<file path="src/rtl/pdp11_fetch_unit.sv">
// pdp11_fetch_unit: instruction prefetch from flash into a small FIFO feeding the decoder,
// with PC redirect/flush and a sticky fault on odd or out-of-range PCs.
module pdp11_fetch_unit #(
    parameter logic [15:0] RESET_PC   = 16'o000000,
    parameter int          MEM_WORDS  = 1024,
    parameter int          FIFO_DEPTH = 2,
    parameter int          ADDR_W     = 10
) (
    input  logic              clk,
    input  logic              reset_n,
    input  logic              fetch_en,
    output logic              mem_req,
    output logic [ADDR_W-1:0] mem_addr,
    input  logic              mem_rvalid,
    input  logic [15:0]       mem_rdata,
    output logic              instr_valid,
    input  logic              instr_ready,
    output logic [15:0]       instr_word,
    output logic [15:0]       instr_pc,
    input  logic              redirect_valid,
    input  logic [15:0]       redirect_pc,
    output logic              fetch_fault
);
    localparam int PW = $clog2(FIFO_DEPTH);
    localparam int CW = PW + 1;
    localparam logic [16:0] LIMIT = 17'(2 * MEM_WORDS);
    localparam logic [CW-1:0] DEPTH = CW'(FIFO_DEPTH);

    typedef enum logic [1:0] {IDLE, REQ, WAIT, FAULT} state_t;

    state_t state, state_n;
    logic [15:0] pc, pc_n, req_pc, req_pc_n;
    logic drop, drop_n, fault_n, push, pop, flush, owed, in_range, bad_redirect;
    logic [CW-1:0] cnt, cnt_after;
    logic [PW-1:0] rd_ptr, wr_ptr;
    logic [15:0] buf_word [FIFO_DEPTH];
    logic [15:0] buf_pc [FIFO_DEPTH];

    assign mem_req      = state == REQ;
    assign mem_addr     = mem_req ? pc[ADDR_W:1] : '0;
    assign instr_valid  = cnt != '0 && state != FAULT;
    assign instr_word   = buf_word[rd_ptr];
    assign instr_pc     = buf_pc[rd_ptr];
    assign pop          = instr_valid && instr_ready && !redirect_valid;
    assign in_range     = {1'b0, pc} < LIMIT;
    assign bad_redirect = redirect_pc[0] || {1'b0, redirect_pc} >= LIMIT;
    // A response is still owed if a request goes out this cycle or one is pending and not arriving now
    assign owed = state == REQ || (state == WAIT && !mem_rvalid) || (state == FAULT && drop && !mem_rvalid);

    always_comb begin
        state_n   = state;
        pc_n      = pc;
        req_pc_n  = req_pc;
        drop_n    = drop;
        fault_n   = fetch_fault;
        push      = 1'b0;
        flush     = 1'b0;
        cnt_after = cnt + CW'(mem_rvalid && !drop) - CW'(pop);
        case (state)
            IDLE: begin
                // Out-of-range faults wait until earlier words have drained to the decoder
                if (fetch_en && !fetch_fault && (cnt - CW'(pop)) < DEPTH) begin
                    if (in_range) begin
                        state_n = REQ;
                    end else if (cnt == '0) begin
                        state_n = FAULT;
                        fault_n = 1'b1;
                    end
                end
            end
            REQ: begin
                req_pc_n = pc;
                pc_n     = pc + 16'd2;
                state_n  = WAIT;
            end
            WAIT: begin
                if (mem_rvalid) begin
                    push    = !drop;
                    drop_n  = 1'b0;
                    state_n = (fetch_en && in_range && cnt_after < DEPTH) ? REQ : IDLE;
                end
            end
            FAULT: begin
                if (mem_rvalid) drop_n = 1'b0;
            end
            default: state_n = IDLE;
        endcase
        if (redirect_valid) begin
            flush   = 1'b1;
            push    = 1'b0;
            pc_n    = redirect_pc;
            drop_n  = owed;
            fault_n = bad_redirect;
            state_n = bad_redirect ? FAULT : owed ? WAIT : IDLE;
        end
    end

    always_ff @(posedge clk or negedge reset_n) begin
        if (!reset_n) begin
            state       <= IDLE;
            pc          <= RESET_PC;
            req_pc      <= '0;
            drop        <= 1'b0;
            fetch_fault <= 1'b0;
            cnt         <= '0;
            rd_ptr      <= '0;
            wr_ptr      <= '0;
            for (int i = 0; i < FIFO_DEPTH; i++) begin
                buf_word[i] <= '0;
                buf_pc[i]   <= '0;
            end
        end else begin
            state       <= state_n;
            pc          <= pc_n;
            req_pc      <= req_pc_n;
            drop        <= drop_n;
            fetch_fault <= fault_n;
            if (flush) begin
                cnt    <= '0;
                rd_ptr <= '0;
                wr_ptr <= '0;
            end else begin
                if (push) begin
                    buf_word[wr_ptr] <= mem_rdata;
                    buf_pc[wr_ptr]   <= req_pc;
                    wr_ptr           <= wr_ptr + 1'b1;
                end
                if (pop) rd_ptr <= rd_ptr + 1'b1;
                cnt <= cnt + CW'(push) - CW'(pop);
            end
        end
    end
endmodule

</file>
<file path="config.mk">
export PLATFORM = sky130hd
export DESIGN_NAME = pdp11_fetch_unit
export DESIGN_NICKNAME = d
export VERILOG_FILES = /design/src/rtl/pdp11_fetch_unit.sv
export SDC_FILE = /design/constraint.sdc
export NUM_CORES = 1
export LEC_CHECK = 0
export CORE_MARGIN = 4
export CORE_UTILIZATION = 48
export DETAILED_ROUTE_END_ITERATION = 8
export GPL_TIMING_DRIVEN = 1
export PLACE_DENSITY = 0.87
export SYNTH_ARGS = -nofsm -noshare
export SYNTH_HDL_FRONTEND = slang
export SYNTH_SLANG_ARGS = --single-unit
</file>
<file path="constraint.sdc">
create_clock -name clk -period 2.1 [get_ports clk]
set_input_delay 0.42 -clock clk [delete_from_list [all_inputs] [get_ports clk]]
set_output_delay 0.42 -clock clk [all_outputs]
set_load 0.02 [all_outputs]
</file>
==> Word-level counts from Yosys, hierarchy flattened <==
Index checks and enable logic that the tools add are counted.
{ "word_totals": {"ff_bits": 104, "input_bits": 38, "elab_cells": 113, "output_inout_bits": 45} }
{ "op_classes": {"magnitude_cmp": 7, "eq_ne": 8, "add_sub_neg": 8, "n_mux": 39, "n_bitwise": 3, "n_reduce_logical": 36} }
{ "ops": {"columns": ["operator", "count"], "rows": [
  ["two-way mux 16 bit", 9],
  ["bitwise mux 32 bit", 2],
  ["nonzero test 2 bit", 9],
  ["two-way mux 1 bit", 17],
  ["adder 16 x 2 -> 16 bit, second input constant", 1],
  ["demux 16 bit (select 1 bit)", 1],
  ["greater-or-equal comparator 16 x 12 -> 1 bit, second input constant", 1],
  ["less-than comparator 16 x 12 -> 1 bit, second input constant", 1],
  ["two-way mux 2 bit", 8],
  ["logical AND 1 bit", 12],
  ["two-way mux 10 bit", 1],
  ["AND reduction 4 bit", 2],
  ["!= test 3 bit, second input constant", 2],
  ["case mux 2 bit (3 select lines)", 1],
  ["subtractor 2 x 1 -> 2 bit", 3],
  ["adder 2 x 1 -> 2 bit", 2],
  ["== test 2 bit, second input constant", 2],
  ["greater-or-equal comparator 2 bit, second input constant", 2],
  ["zero test 1 bit", 4],
  ["zero test 2 bit", 2],
  ["less-than comparator 2 bit, second input constant", 2],
  ["!= test 2 bit, second input constant", 2],
  ["!= test 4 bit, second input constant", 1],
  ["inverter 1 -> 2 bit", 2],
  ["8 further kinds", 12]
]} }

==> Depth between registers and ports, before layout <==
Gate-level depths: netlist (run 1).
{ "logic_depth": {"word_depth": 11, "depth_mapped": 8, "mapped_depth_nobuf": 8} }

==> Worst setup path after synthesis (run 1) <==
Ideal clock, no wire load.
{ "synth_timing": {"path_type": "reg2reg", "start": "register state[0]", "end": "register state[0]", "arrival_ns": 2.117, "period_less_slack_ns": 2.213, "required_ns": 2.004, "setup_ns": 0.096, "setup_slack_ns": -0.113, "path_buffers": 0, "stages_incl_launch_ff": 9, "path_cell_list": "dfrtp_1 > ha_1 > or3b_1 > nor2_1 > ha_1 > xor2_1 > nor4_1 > a211o_2 > a311oi_2"} }
{ "synth_via": {"elab_chain_cells": 11, "elab_cells_between_ends": 22, "classes_between": "add/sub: 2; order compare: 2; eq/ne: 6; mux: 4; reduce/logical: 8"} }
{ "synth_rtl": {"columns": ["element", "line", "source"], "rows": [
  ["start, declared", "31", "state_t state, state_n;"],
  ["start signal, assigned", "113", "state <= state_n;"],
  ["!= test 2 bit", "41", "assign instr_valid = cnt != '0 && state != FAULT;"],
  ["logical AND 1 bit", "41", null],
  ["logical AND 1 bit (2 in series)", "44", "assign pop = instr_valid && instr_ready && !redirect_valid;"],
  ["subtractor 2 x 1 -> 2 bit", "58", "cnt_after = cnt + CW'(mem_rvalid && !drop) - CW'(pop);"],
  ["less-than comparator 2 bit", "80", "state_n = (fetch_en && in_range && cnt_after < DEPTH) ? REQ : IDLE;"],
  ["logical AND 1 bit", "80", null],
  ["two-way mux 1 bit", "80", null],
  ["two-way mux 2 bit", "77", "if (mem_rvalid) begin"],
  ["case mux 2 bit (3 select lines)", "59", "case (state)"],
  ["two-way mux 2 bit", "88", "if (redirect_valid) begin"]
]} }
Parallel ways exist; a longest one is shown, timed or not. The select of a mux whose other input is x is not followed.
A chain may end at the register's enable or synchronous reset.

==> Worst setup path after layout (run 1) <==
Ends and elaborated chain as after synthesis.

==> impl_metrics.toml, run 1 <==
[detailed_routing]
via_count = 3442
vias_per_cell = 5.45
firstDrtPassIters = 4
ant_nets = 0
post_drt_wl_per_cell_um = 18.0
wl_mm = 11.4
drt_iter0_markers = 145
drc = 0

[synthesis]
yosys-top-cells-count = "mux2_2, dfrtp_1, nand2_1"
synth_warnings = 0
yosysTopAreaCell = "dfrtp_1"
ys_seq_area_share_pct = 52.5
syn_area_um2 = 4960
synth-main-ff-cell = "dfrtp_1"
async_flop_share_pct = 100
yosysMostFrequentCell = "mux2_2"
yosys-top-cells-area = "dfrtp_1, mux2_2, nand2_1, ha_1, o21ai_0"
synth_edf_count = 0
synthDistinctLibCells = 46
syn_inst = 384
synth_fp_nets = 429
postSynthAreaPerCell_um2 = 12.9
yosys.area.top_type_share_pct = 52.5
ys_ff_latch = 104

[place]
gp_congestion = 0.830
dpl_cell_area_um2 = 6070
place_inst = 601
hpwlAfterDp_mm = 7.25
io_buffers = 82
pre_cts_ws_ns = -0.547

[clock_network]
postCtsHoldBufs = 0
cts_buffer_depth = 2
cts_root_buffer = "clkbuf_8"
cts_buffers = 9
cts_tree = "built"
cts_max_level = 3
cts.sinks = 104
clock_latency_ns = 0.36
clkTransAtPathRegs_ns = 0.10

[worst_setup_path]
r2r_slack_ns = -0.08
r2r_cells = 8
criticalPathCategory = "flip-flop to flip-flop"
r2r_end = "state[0]$_DFFE_PN0P_"
worstPathRequired_ns = 2.36
worstPathArrival_ns = 2.44
end_kind = "flip-flop"
worstPathMaxFanout = 2
startpoint_type = "flip-flop"
timing.rr.start = "state[0]$_DFFE_PN0P_"

[timing]
layout_setup_ws_ns = -0.0760
rsz0062_at_grt = "true"
slew_viol_final = 0
finalCritPeriodShare_pct = 104
layout_min_cycle_time_ns = 2.18
fmax_ghz = 0.460
fin_tns_setup_ns = -0.118
hold_slack_ns = 0.0547
hold_viol_final = 0
setup_violations = 2
slew_headroom_pct = 58.9
skew_ns = 0.0125
tightest_slew_ns = 0.616

[final_layout]
nNetsFinal = 540
finalInstanceArea_um2 = 6500
syn_to_final_growth_pct = 31.1
n_antenna_cell = 0
instances_no_fill = 632
nFillCells = 727
drive_gt1_share_pct = 45.7

[pwr]
intPower_mw = 4.70
swShare_pct = 34.3
ir_drop_mv = 0.517
power.density_nw_per_um2 = 1100
power.leakage_nw = 2.97
seq_power_share_pct = 42.4
clkPwrFrac_pct = 15.5
combPwrFrac_pct = 42.0
p_switching_mw = 2.45

[grt]
grt_max_degree = 50
grt_first_pass_wirelength_mm = 17.5
grt_overflow = 0
grt_pass1_vias = 3468
grt_usage_pct = 18.8
antenna_found_initial = 0

[status]
violations = "negative setup slack"
status = "finished with violations"

[floorplan]
io_pins = 83
die_x_um = 110
num_rows = 36
initial_core_util_pct = 50.0
die_area_um2 = 12000
core_area_um2 = 9910
die-height_um = 110

[worst_hold_path]
min_path_type = "input port to async pin"

[flow_run]
maxCapViolations = 0
==> metal layers <==
layer	share of wire [%]	wire length [um]	GRT usage, %
met4	1.4	158	4.19
met5	0	0	0
met2	50	5680	31.4
met1	43	4900	24.3
met3	5.7	655	5.46
==> worst max-delay path by stage <==
stage	start	end	slack (ns)	depth (start not counted)
2_1_floorplan	state[0]$_DFFE_PN0P_	state[0]$_DFFE_PN0P_	-0.07	8
3_3_place_gp	instr_ready	state[0]$_DFFE_PN0P_	-0.41	8
3_5_place_dp	instr_ready	state[0]$_DFFE_PN0P_	-0.55	8
4_1_cts	state[1]$_DFFE_PN0P_	state[0]$_DFFE_PN0P_	-0.13	8
5_1_grt	state[0]$_DFFE_PN0P_	state[0]$_DFFE_PN0P_	-0.13	8
6_report	state[0]$_DFFE_PN0P_	state[0]$_DFFE_PN0P_	-0.08	8
==> power by group through the flow <==
stage / Clock, mW / Combinational, mW / Sequential [mW]
final: 1.11 / 3.01 / 3.03
after global routing: 1.23 / 3.22 / 3.11
after CTS: 1.14 / 2.72 / 3.03
after detailed placement: 0 / 2.94 / 3.07
after global placement: 0 / 2.86 / 3.00
after floorplan: 0 / 1.80 / 2.91
==> critical path, stage by stage, from the launching register on <==
cell	delay, ns
dfrtp_1	0.39
ha_2	0.19
or3b_4	0.39
nor2_4	0.13
ha_4	0.17
xor2_4	0.17
nor4_2	0.08
a211o_2	0.32
a311oi_2	0.24
==> final cells by class <==
cell class / instances / area [um^2] / area share (%)
clock inverters: 5 / 33.8 / 0.520
flip-flops and latches: 104 / 2610 / 40.1
clock buffers: 10 / 138 / 2.12
well taps: 133 / 166 / 2.56
multi-input cells: 254 / 2320 / 35.7
inverters: 7 / 26.3 / 0.404
repair buffers: 119 / 1210 / 18.6
==> logic make-up after synthesis <==
group / after synthesis / synth area share (%)
fa+ha+maj: 7 / 1.77
buf+inv: 26 / 2.78
compound gates: 33 / 4.14
simple gates: 82 / 9.72
mux: 116 / 26.3
flops: 104 / 52.5
xor+xnor: 16 / 2.83
==> cells in the final DEF, fill, tap and decap left out, drive strengths merged, types with 2 or more instances in the layout <==
master | synthesis | final
clkbuf | 7 | 18
nor2 | 14 | 14
mux2 | 113 | 113
clkdlybuf4s50 | 0 | 37
and2 | 9 | 9
clkinv | 0 | 3
nor3 | 7 | 7
nand2 | 25 | 25
clkdlybuf4s15 | 0 | 10
a21oi | 5 | 5
nand2b | 3 | 3
nor2b | 3 | 3
nor4 | 5 | 5
nand3 | 3 | 3
buf | 12 | 63
xnor2 | 9 | 9
inv | 7 | 7
mux2i | 3 | 3
dfrtp | 104 | 104
ha | 7 | 7
xor2 | 7 | 7
o21ai | 18 | 18
o22ai | 2 | 2
clkinvlp | 0 | 2
nand4 | 6 | 6
==> state kept, by name, indices dropped and copies added, names as in the netlist <==
name,count
buf_pc,32
buf_word,32
pc,16
req_pc,16
cnt,2
state,2
drop,1
fetch_fault,1
rd_ptr,1
wr_ptr,1
==> stage by stage <==
step,utilization [%],power (mW)
4_1_cts,62.6,6.89
5_1_grt,65.6,7.56
2_1_floorplan,-,4.72
3_5_place_dp,61.2,6.01
3_3_place_gp,61.2,5.86
6_report,65.6,7.15
==> what timing repair did <==
item | in CTS | in global routing
setup endpoints to repair | 46 | 57
pin swaps | 1 | 6
hold endpoints to repair | 0 | 0
gates resized for setup | 145 | 64
gates cloned | 1 | 6
buffers inserted | 3 | 6
Note: power is estimated with default switching activity, not from simulation.
==> inputs of run 2 (changes only) <==
- SETUP_SLACK_MARGIN: default -> 0.15
==> run 2 against run 1 <==
The flow still finishes with violations (negative setup slack). Worst hold slack got worse by 0.027 ns. Final cell count rose by 3.3%. Die area did not move. Count of clock-buffer cells in the layout fell by 1. Worst setup slack got worse by 0.12 ns. Sequential cell count did not move. Critical path type unchanged. Critical endpoint unchanged.
==> impl_metrics.toml, run 2 (synthesized netlist as in run 1, its figures left out) <==
[grt]
grt_pass1_vias = 3608
grt_first_pass_wirelength_mm = 17.6
grt_max_degree = 48
grt_usage_pct = 18.7
grt_overflow = 0
antenna_found_initial = 0

[clock_network]
cts_buffers = 9
clkTransAtPathRegs_ns = 0.10
cts_buffer_depth = 2
cts_max_level = 3
cts_tree = "built"
cts.sinks = 104
clock_latency_ns = 0.37
postCtsHoldBufs = 0
cts_root_buffer = "clkbuf_8"

[place]
hpwlAfterDp_mm = 7.24
pre_cts_ws_ns = -0.416
dpl_cell_area_um2 = 6080
io_buffers = 82
place_inst = 600
gp_congestion = 0.859

[pwr]
power.density_nw_per_um2 = 1090
power.leakage_nw = 3.34
ir_drop_mv = 0.529

[final_layout]
multi_input_area_um2 = 2550
instances_no_fill = 653
top_regs = "buf_pc x32, buf_word x32"
nFillCells = 635
syn_to_final_growth_pct = 43.4
drive_gt1_share_pct = 51.5
finish.utilization_pct = 71.7
final_common_cell = "dfrtp_1"
final_cell_mix = "dfrtp_1, mux2_2, buf_6, mux2_4, clkdlybuf4s50_1"
n_antenna_cell = 0
seqCellArea_um2 = 2600
nNetsFinal = 560
finalInstanceArea_um2 = 7110

[worst_setup_path]
end_kind = "flip-flop"
timing.rr.start = "state[0]$_DFFE_PN0P_"
worstPathArrival_ns = 2.58
r2r_end = "state[0]$_DFFE_PN0P_"
worstPathMaxFanout = 2
crit_path_start = "state[0]$_DFFE_PN0P_"
r2r_cells = 8
startpoint_type = "flip-flop"
worstPathRequired_ns = 2.38
endpoint = "state[0]$_DFFE_PN0P_"
criticalPathCategory = "flip-flop to flip-flop"
r2r_slack_ns = -0.20

[flow_run]
maxCapViolations = 0

[timing]
layout_setup_ws_ns = -0.197
setup_violations = 47
slew_headroom_pct = 63.5
slew_viol_final = 0
hold_viol_final = 0
rsz0062_at_grt = "true"
tightest_slew_ns = 0.547
layout_min_cycle_time_ns = 2.30
finalCritPeriodShare_pct = 109
fmax_ghz = 0.435
skew_ns = 0.00816

[status]
status = "finished with violations"
violations = "negative setup slack"

[detailed_routing]
drt_iter0_markers = 203
firstDrtPassIters = 5
ant_nets = 0
wl_mm = 12.3
post_drt_wl_per_cell_um = 18.8
vias_per_cell = 5.45
via_count = 3560
drc = 0

[floorplan]
die_area_um2 = 12000
num_rows = 36
core_area_um2 = 9910
die-height_um = 110
io_pins = 83
initial_core_util_pct = 50.0
die_x_um = 110

[worst_hold_path]
min_path_type = "input port to async pin"
## run 2: power by group
part | leakage [nW] | internal [mW] | total, mW | switching, mW
Sequential | 1.34 | 2.62 | 3.06 | 0.445
Combinational | 1.91 | 2.05 | 3.56 | 1.50
Clock | 0.0866 | 0.444 | 1.16 | 0.716
Total | 3.34 | 5.11 | 7.78 | 2.66
## run 2: per-stage QoR
stage          total power [mW]  hold WS [ns]  TNS, ns
6_report                   7.78        0.0279    -2.17
5_1_grt                    8.19        0.0709    -6.15
4_1_cts                    7.23        0.0351   -0.362
3_5_place_dp               5.99         0.437    -4.09
3_3_place_gp               5.85         0.433    -2.57
2_1_floorplan              4.74         0.124  -0.0190
## run 2: repair_timing
item                       CTS  global route
setup endpoints to repair  113            83
pin swaps                    1            19
cloned                       3             5
resized for setup          234           119
setup buffers                8            21
## run 2: worst min path at each step
stage	start	endpoint	slack, ns	cells past startpoint
floorplan	reset_n	buf_pc[0]$_DFFE_PN0P_	0.12	0
global placement	reset_n	buf_word[16]$_DFFE_PN0P_	0.43	1
CTS	reset_n	buf_word[0]$_DFFE_PN0P_	0.04	1
global route	reset_n	buf_word[0]$_DFFE_PN0P_	0.07	1
finish	reset_n	buf_word[0]$_DFFE_PN0P_	0.03	1
detailed placement	reset_n	buf_word[0]$_DFFE_PN0P_	0.44	1
## run 2: layout make-up
| cell class | instances | area share [%] |
|---|---|---|
| flip-flops and latches | 104 | 36.6 |
| multi-input cells | 254 | 35.9 |
| repair buffers | 139 | 22.2 |
| well taps | 133 | 2.34 |
| clock buffers | 9 | 1.74 |
| clock inverters | 7 | 0.775 |
| inverters | 7 | 0.475 |
## run 2: metal layers
metal	vias up	GRT usage, %	share of wire (%)
met5	-	0	0
met4	0	5.97	1.8
met3	19	2.88	5.0
met2	105	32.3	51
met1	1805	24.1	42
li1	1631	-	-
## run 2: critical path, stage by stage (launching register included)
cell	delay [ns]
dfrtp_1	0.43
ha_4	0.18
or3b_4	0.37
nor2_2	0.12
ha_2	0.23
xor2_4	0.20
nor4_4	0.08
a211o_2	0.37
a311oi_2	0.23
